<file path="config.mk">
export PLATFORM = sky130hd
export DESIGN_NAME = ip_ws2812_chain
export DESIGN_NICKNAME = d
export VERILOG_FILES = /design/src/rtl/ip_ws2812_chain.sv
export SDC_FILE = /design/constraint.sdc
export NUM_CORES = 1
export LEC_CHECK = 0
export BUFFER_PORTS_ARGS = -buffer_cell sky130_fd_sc_hd__buf_2
export CAP_MARGIN = 20
export CORE_MARGIN = 4
export CORE_UTILIZATION = 35
export DETAILED_ROUTE_END_ITERATION = 6
export SYNTH_ARGS = -nofsm -noshare
export SYNTH_HDL_FRONTEND = slang
export SYNTH_SLANG_ARGS = --single-unit
</file>
<file path="constraint.sdc">
create_clock -name clk -period 2.2 [get_ports clk]
set_input_delay 0.11 -clock clk [delete_from_list [all_inputs] [get_ports clk]]
set_output_delay 0.11 -clock clk [all_outputs]
set_load 0.05 [all_outputs]
</file>
<file path="src/rtl/ip_ws2812_chain.sv">
// WS2812 daisy-chain driver: per-LED GRB storage, whole-chain frame on update.
// Optional `define WS2812_BRIGHTNESS_EN adds a global brightness scaler.
module ip_ws2812_chain #(
    parameter int LED_COUNT  = 8,
    parameter int IDX_W      = 3,
    parameter int T0H_CYC    = 17,
    parameter int T1H_CYC    = 34,
    parameter int TBIT_CYC   = 54,
    parameter int TRESET_CYC = 2600
) (
    input  logic             clk,
    input  logic             reset,
    input  logic             wr,
    input  logic [IDX_W-1:0] index,
    input  logic [7:0]       red,
    input  logic [7:0]       green,
    input  logic [7:0]       blue,
    input  logic             update,
`ifdef WS2812_BRIGHTNESS_EN
    input  logic [7:0]       brightness,
`endif
    output logic             busy,
    output logic             ws2812_led
);

    localparam int CMAX = (TRESET_CYC > TBIT_CYC) ? TRESET_CYC : TBIT_CYC;
    localparam int CW   = $clog2(CMAX + 1);

    localparam logic [CW-1:0]    HI1  = CW'(T1H_CYC - 1);
    localparam logic [CW-1:0]    HI0  = CW'(T0H_CYC - 1);
    localparam logic [CW-1:0]    BEND = CW'(TBIT_CYC - 1);
    localparam logic [CW-1:0]    LEND = CW'(TRESET_CYC);
    localparam logic [IDX_W-1:0] LAST = IDX_W'(LED_COUNT - 1);
    localparam logic [IDX_W:0]   NLED = (IDX_W + 1)'(LED_COUNT);

    typedef enum logic [2:0] {IDLE, LOAD, BIT_H, BIT_L, LATCH} state_t;

    state_t           state;
    logic [23:0]      mem [LED_COUNT];
    logic [23:0]      sreg;
    logic [23:0]      raw;
    logic [23:0]      fetch;
    logic [IDX_W-1:0] led_idx;
    logic [IDX_W-1:0] fetch_idx;
    logic [CW-1:0]    cyc;
    logic [CW-1:0]    hi_end;
    logic [4:0]       bitcnt;
    logic             pending;

`ifdef WS2812_BRIGHTNESS_EN
    function automatic logic [7:0] scale(input logic [7:0] c, input logic [7:0] b);
        logic [15:0] p;
        p = {8'd0, c} * ({8'd0, b} + 16'd1);
        return p[15:8];
    endfunction
`endif

    always_ff @(posedge clk) begin
        if (wr && ({1'b0, index} < NLED))
            mem[index] <= {green, red, blue};
    end

    // Next LED is read at the load edge itself, so late writes still make it.
    always_comb begin
        fetch_idx = (state == LOAD) ? '0 : led_idx + 1'b1;
        raw       = mem[fetch_idx];
`ifdef WS2812_BRIGHTNESS_EN
        fetch = {scale(raw[23:16], brightness),
                 scale(raw[15:8], brightness),
                 scale(raw[7:0], brightness)};
`else
        fetch = raw;
`endif
        hi_end = sreg[23] ? HI1 : HI0;
    end

    // The line lags the state by one cycle; LATCH runs one extra state
    // cycle so the line still sees exactly TRESET_CYC low clocks.
    always_ff @(posedge clk) begin
        if (reset) begin
            state      <= IDLE;
            pending    <= 1'b0;
            busy       <= 1'b0;
            ws2812_led <= 1'b0;
            cyc        <= '0;
            bitcnt     <= '0;
            led_idx    <= '0;
            sreg       <= '0;
        end else begin
            ws2812_led <= (state == BIT_H);
            if (update && state != IDLE)
                pending <= 1'b1;
            unique case (state)
                IDLE: begin
                    if (update) begin
                        state <= LOAD;
                        busy  <= 1'b1;
                    end
                end
                LOAD: begin
                    sreg    <= fetch;
                    bitcnt  <= 5'd23;
                    led_idx <= '0;
                    cyc     <= '0;
                    state   <= BIT_H;
                end
                BIT_H: begin
                    cyc <= cyc + 1'b1;
                    if (cyc == hi_end)
                        state <= BIT_L;
                end
                BIT_L: begin
                    if (cyc == BEND) begin
                        cyc   <= '0;
                        state <= BIT_H;
                        if (bitcnt == 5'd0) begin
                            if (led_idx == LAST) begin
                                state <= LATCH;
                            end else begin
                                led_idx <= led_idx + 1'b1;
                                sreg    <= fetch;
                                bitcnt  <= 5'd23;
                            end
                        end else begin
                            sreg   <= sreg << 1;
                            bitcnt <= bitcnt - 5'd1;
                        end
                    end else begin
                        cyc <= cyc + 1'b1;
                    end
                end
                LATCH: begin
                    if (cyc == LEND) begin
                        cyc     <= '0;
                        pending <= 1'b0;
                        if (pending || update) begin
                            state <= LOAD;
                        end else begin
                            state <= IDLE;
                            busy  <= 1'b0;
                        end
                    end else begin
                        cyc <= cyc + 1'b1;
                    end
                end
                default: state <= IDLE;
            endcase
        end
    end

endmodule

</file>
Word level (Yosys, flattened, before mapping)
Memory sizes are Yosys's and may differ from the RTL's.
Cells that the tools add are included.
{"block": "classes", "addsub": 3, "n_eq_ne": 16, "n_mux": 34, "n_reduce_logical": 12}
{"operator": "two-way mux 24 bit", "n": 3}
{"operator": "case mux 12 bit (4 select lines)", "n": 1}
{"operator": "case mux 24 bit (2 select lines)", "n": 1}
{"operator": "two-way mux 3 bit", "n": 10}
{"operator": "two-way mux 12 bit", "n": 2}
{"operator": "two-way mux 5 bit", "n": 3}
{"operator": "case mux 3 bit (5 select lines)", "n": 1}
{"operator": "adder 12 x 1 -> 12 bit, second input constant", "n": 1}
{"operator": "== test 12 bit, second input constant", "n": 1}
{"operator": "== test 12 x 6 -> 1 bit", "n": 1}
{"operator": "== test 12 x 6 -> 1 bit, second input constant", "n": 1}
{"operator": "inequality test 2 bit, second input constant", "n": 6}
{"operator": "AND reduction 4 bit", "n": 3}
{"operator": "case mux 5 bit (2 select lines)", "n": 1}
{"operator": "two-way mux 1 bit", "n": 9}
{"operator": "== test 3 x 2 -> 1 bit, second input constant", "n": 2}
{"operator": "== test 3 bit, second input constant", "n": 2}
{"operator": "two-way mux 6 bit", "n": 1}
{"operator": "case mux 3 bit (2 select lines)", "n": 1}
{"operator": "logical NOT 5 bit", "n": 1}
{"operator": "subtractor 5 x 1 -> 5 bit, second input constant", "n": 1}
{"operator": "nonzero test 2 bit", "n": 2}
{"operator": "nonzero test 4 bit", "n": 1}
{"operator": "adder 3 x 1 -> 3 bit, second input constant", "n": 1}
{"operator": "other kinds (9)", "n": 9}
{"block": "word_totals", "regBits": 50, "ram_bits": 192, "out_inout_bits": 2, "n_memories": 1}
{"name": "mem", "depth": 8, "width": 24, "read_ports": 1, "rd_ports_with_merged_regs": 0, "write_ports": 1, "line_no": "39", "source": "logic [23:0] mem [LED_COUNT];"}

Depth between registers and ports, before layout
An unclocked memory read counts as a cell.
{"block": "depth", "ltp_word": 7, "ltp_mapped": 9}

Worst setup path before layout
OpenSTA, ideal clock, no wires.
{"block": "synth_timing", "path_type": "input to register", "startpoint": "input port index[2]", "endpoint": "memory mem[0][0] (enable)", "setup_time_ps": 435, "t_arrival_ps": 1959, "required_time_ps": 1765, "setup_slack_ps": -194, "path_stages": 2, "n_path_buf": 0, "cell_sequence": "nand2b_1 > nor3_1"}
{"item": "start: declaration", "line_no": "14", "source": "input logic [IDX_W-1:0] index,"}
{"item": "end: declaration", "line_no": "39"}
No word-level cell before the write port.

Final worst setup path
{"block": "layout_timing", "startpoint": "register led_idx[1]", "endpoint": "register sreg[6]"}
{"block": "layout_between", "elab_chain_cells": 7, "word_cells_on_any_way": 10, "classes_between": "add/sub: 1; eq/ne: 2; mux: 5; reduce/logical: 1; memory: 1"}
{"item": "start: declaration", "line_no": "43", "source": "logic [IDX_W-1:0] led_idx;"}
{"item": "start signal: assignment", "line_no": "120", "source": "led_idx <= led_idx + 1'b1;"}
{"item": "adder 3 x 1 -> 3 bit", "line_no": "65", "source": "fetch_idx = (state == LOAD) ? '0 : led_idx + 1'b1;"}
{"item": "two-way mux 3 bit", "line_no": "65"}
{"item": "memory (8 x 24 bit)"}
{"item": "two-way mux 24 bit", "line_no": "117", "source": "if (led_idx == LAST) begin"}
{"item": "two-way mux 24 bit", "line_no": "116", "source": "if (bitcnt == 5'd0) begin"}
{"item": "two-way mux 24 bit", "line_no": "113", "source": "if (cyc == BEND) begin"}
{"item": "case mux 24 bit (2 select lines)", "line_no": "93", "source": "unique case (state)"}
{"item": "end signal: assignment", "line_no": "101", "source": "sreg <= fetch;"}
{"item": "end signal: assignment", "line_no": "121", "source": "sreg <= fetch;"}
{"item": "end signal: assignment", "line_no": "125", "source": "sreg <= sreg << 1;"}
{"item": "end: declaration", "line_no": "40", "source": "logic [23:0] sreg;"}
Parallel ways exist; a longest one is shown, timed or not. The select of a mux whose other input is x is not followed.
A chain may end at the register's enable or synchronous reset.

==> qor.txt <==
DR top layer: met4
Core box area: 27900 µm²
Syn Inst Count: 690
Leak Pwr: 3.92 nW
Number of nets in the layout: 810
Grt ovf: 0
Routed len/inst: 18.9 µm
Clock latency on the worst-skew pair: 540 ps
Hold Path End: cyc[1]
WP data required: 2610 ps
Post-route ant nets: 0
Routability cong.: 0.765
Yosys warnings: 0
Vias in the first global route: 6280
Fill cells: 2556
WS Path Type: reg -> reg
Largest family of logic cells by synthesized area: compound AO/OA/AOI/OAI gates
Clk sinks: 242
Hold depth: 2
Met3 Routed Length: 909 µm
Placed instance count: 1097
Area share of fa/ha/maj cells after synthesis: 0.755%
TritonRoute pass-1 iters: 6
Worst-Margin Slew: 870 ps
Number of hold violations in the final report: 0
Slowest cell on the critical path: a222oi_1
DIE WIDTH: 177 µm
Setup Skew: 18.1 ps
Max_cap viols: 0
Max clock buf depth: 3
Crit path DAT: 2560 ps
Mapped Area: 9950 µm²
Main synth FF type: edfxtp_1
Simple-Gate Fraction of Synth Area: 9.51%
FF-to-FF setup slack: 60 ps
Worst r2r src: led_idx[1]
CP endpoint kind: flip-flop
CP Max Fanout: 16
Layout cells sized above 1: 21.0%
RSZ-0062 raised after global routing: true
P per Cell Area: 873 nW/µm²
Compound-Gate Fraction of Synth Area: 10.2%
Post-route DRC: 0
R2r worst-path depth: 7
Syn Area/Cell: 14.4 µm²
Finished Layout Cells: 1171
Sequential share of the synthesized area: 68.0%
Proportion of synthesized area in mux cells: 7.96%
Vias/cell: 5.24
Clk pin slew, worst setup/hold paths: 60 ps
1st-iter DRT viols: 500
CTS tree: built
Hold Crit Class: in -> reg
Routed via count: 6136
Syn Nets: 727
P&R area growth vs syn: 20.5%
Total power: 0.0105 W
Post-DP HPWL: 12500 µm
Final Cycle Share: 97.4%
Yosys reg bits: 242
Post-Route WL: 22200 µm
Most frequent CP cell: ha_4
GRT Total Usage: 14.1%
Post-synth EDFFs: 192
Row count: 61
CTS buffer count: 26
Status: finished, final reports clean
Peak Freq: 467 MHz
DIE HEIGHT: 177 µm
Num ports: 33
Relative slew slack: 41.6%
Synth cell types: 55
Peak supply drop: 0.000648 V
H-tree depth: 1
Worst path cell trace: ha_4, ha_4, and2_2, buf_12, mux4_2, a222oi_1, a211oi_1
DRT met1 WL: 10000 µm
First-pass GRT wire length: 35200 µm
Full die area: 31200 µm²
Length of routed met2 wiring: 10800 µm
Final Max Slew Viols: 0
Hold WS: 66.9 ps
Fin crit period: 2140 ps
Reg2Reg Capture Point: sreg[6]
Ys async rst share: 0%
Initial antenna violation count: 0
Startpoint types: flip-flop
Hold path start: reset
Largest net degree at the start of global routing: 59
# port buffers: 32
Post-synthesis xor/xnor area fraction: 0.792%
Root buf cell: clkbuf_16
Final setup viols: 0
Post-CTS Setup Bufs: 0
Initial Utilization: 35.6%
CP max stage delay: 360 ps
how the worst max path moves through the flow:
| stage | startpoint | to | slack, ps | cells past startpoint |
|---|---|---|---|---|
| finish | led_idx[1] | sreg[6] | 60 | 7 |
| global route | led_idx[1] | sreg[9] | -40 | 9 |
| CTS | led_idx[0] | sreg[6] | 10 | 9 |
| detailed placement | led_idx[0] | sreg[22] | -50 | 7 |
| global placement | led_idx[0] | sreg[21] | -20 | 7 |
| floorplan | bitcnt[0] | sreg[18] | 140 | 8 |
critical path, delay by kind of cell, from the launching register on:
| family | cells | cell delay (ps) |
|---|---|---|
| DFF | 1 | 350 |
| adders and majority gates | 2 | 470 |
| buffers and inverters | 1 | 180 |
| muxes | 1 | 330 |
| and+or+nand+nor | 1 | 210 |
| AOI/OAI and AO/OA | 2 | 480 |
layout make-up:
| class | count | area, µm² | area share, % |
|---|---|---|---|
| sequential | 242 | 6770 | 56.5 |
| multi-input combinational | 392 | 2990 | 25.0 |
| timing repair buffer | 105 | 892 | 7.44 |
| clock buffer | 38 | 716 | 5.97 |
| tap | 378 | 473 | 3.95 |
| clock inverter | 9 | 116 | 0.971 |
| inverter | 6 | 22.5 | 0.188 |
| antenna | 1 | 2.50 | 0.0209 |
cells by family (layout without fill, tap and decap cells):
family	after synthesis	after routing
XOR/XNOR	9	9
other	0	1
AO/OA/AOI/OAI	132	132
multiplexers	49	49
adder cells (fa/ha/maj)	6	6
AND/OR/NAND/NOR	196	196
flip-flops	242	242
buffers and inverters	56	158
power breakdown:
part           internal, W  switching, W
Sequential         0.00515     0.0000991
Clock              0.00249       0.00172
Combinational     0.000397      0.000597
Total              0.00804       0.00241
state kept, by name, indices dropped and copies added, names as in the netlist, 3 cells and up:
| register | flops |
|---|---|
| state | 3 |
| led_idx | 3 |
| sreg | 24 |
| cyc | 12 |
| mem | 192 |
| bitcnt | 5 |
what timing repair did:
action                                 4_1_cts  5_1_grt
resized for setup                            3        3
setup endpoints to repair                   19       13
pin swaps                                    1        3
endpoints found under the hold margin      194        0
cloned                                       0        1
hold buffers                                25        0
through the flow:
| stage | util (%) | TNS, ps | worst slack, ps | instance area (µm²) |
|---|---|---|---|---|
| finish | 42.9 | 0 | 57.4 | 12000 |
| floorplan | - | 0 | 135 | 9960 |
| detailed placement | 38.8 | -128 | -48.7 | 10800 |
| CTS | 42.7 | 0 | 10.3 | 11900 |
| global route | 42.9 | -109 | -35.6 | 12000 |
| global placement | 38.8 | -16.9 | -16.5 | 10800 |
layout by cell type, fill, tap and decap left out, types with 3 or more instances in the layout:
cell           Yosys  layout
a31oi_1           26      26
dlygate4sd3_1      0      25
clkinv_1           0       3
nand2b_1           7       7
nand3b_1           3       3
or3_1             24      24
clkbuf_1          28      10
nand3_1           11      11
a222oi_1          22      22
o22ai_1           22      22
buf_12             0       8
and3_1             4       4
o21ai_0            5       5
a21oi_1            8       8
clkinv_2           0       3
buf_2             12      32
mux2i_1           24      24
edfxtp_1         192     192
nor2_1            54      47
xor2_1             8       8
buf_4              1      38
a211oi_1          25      25
nor3_1             8       6
mux4_2            24      24
nor2_2             0       7
nand2_1           59      59
inv_1              6       6
ha_1               6       4
dfxtp_1           50      49
clkbuf_16          0      27
nand4_1            8       8
routing by layer:
layer | up-vias | global-route usage (%)
met3 | 33 | 2.23
li1 | 2906 | -
met5 | - | 0
met4 | 0 | 3.42
met1 | 3071 | 19.3
met2 | 126 | 23.7
synthesized netlist by cell type (12+ instances only):
cell,instances,share of area [%]
nor2_1,54,2.0
a222oi_1,22,2.2
edfxtp_1,192,58
buf_2,12,0.60
mux2i_1,24,2.4
a31oi_1,26,1.6
clkbuf_1,28,1.1
or3_1,24,1.5
dfxtp_1,50,10
nand2_1,59,2.2
a211oi_1,25,1.9
o22ai_1,22,1.4
mux4_2,24,5.4
(Power assumes the default switching activity.)
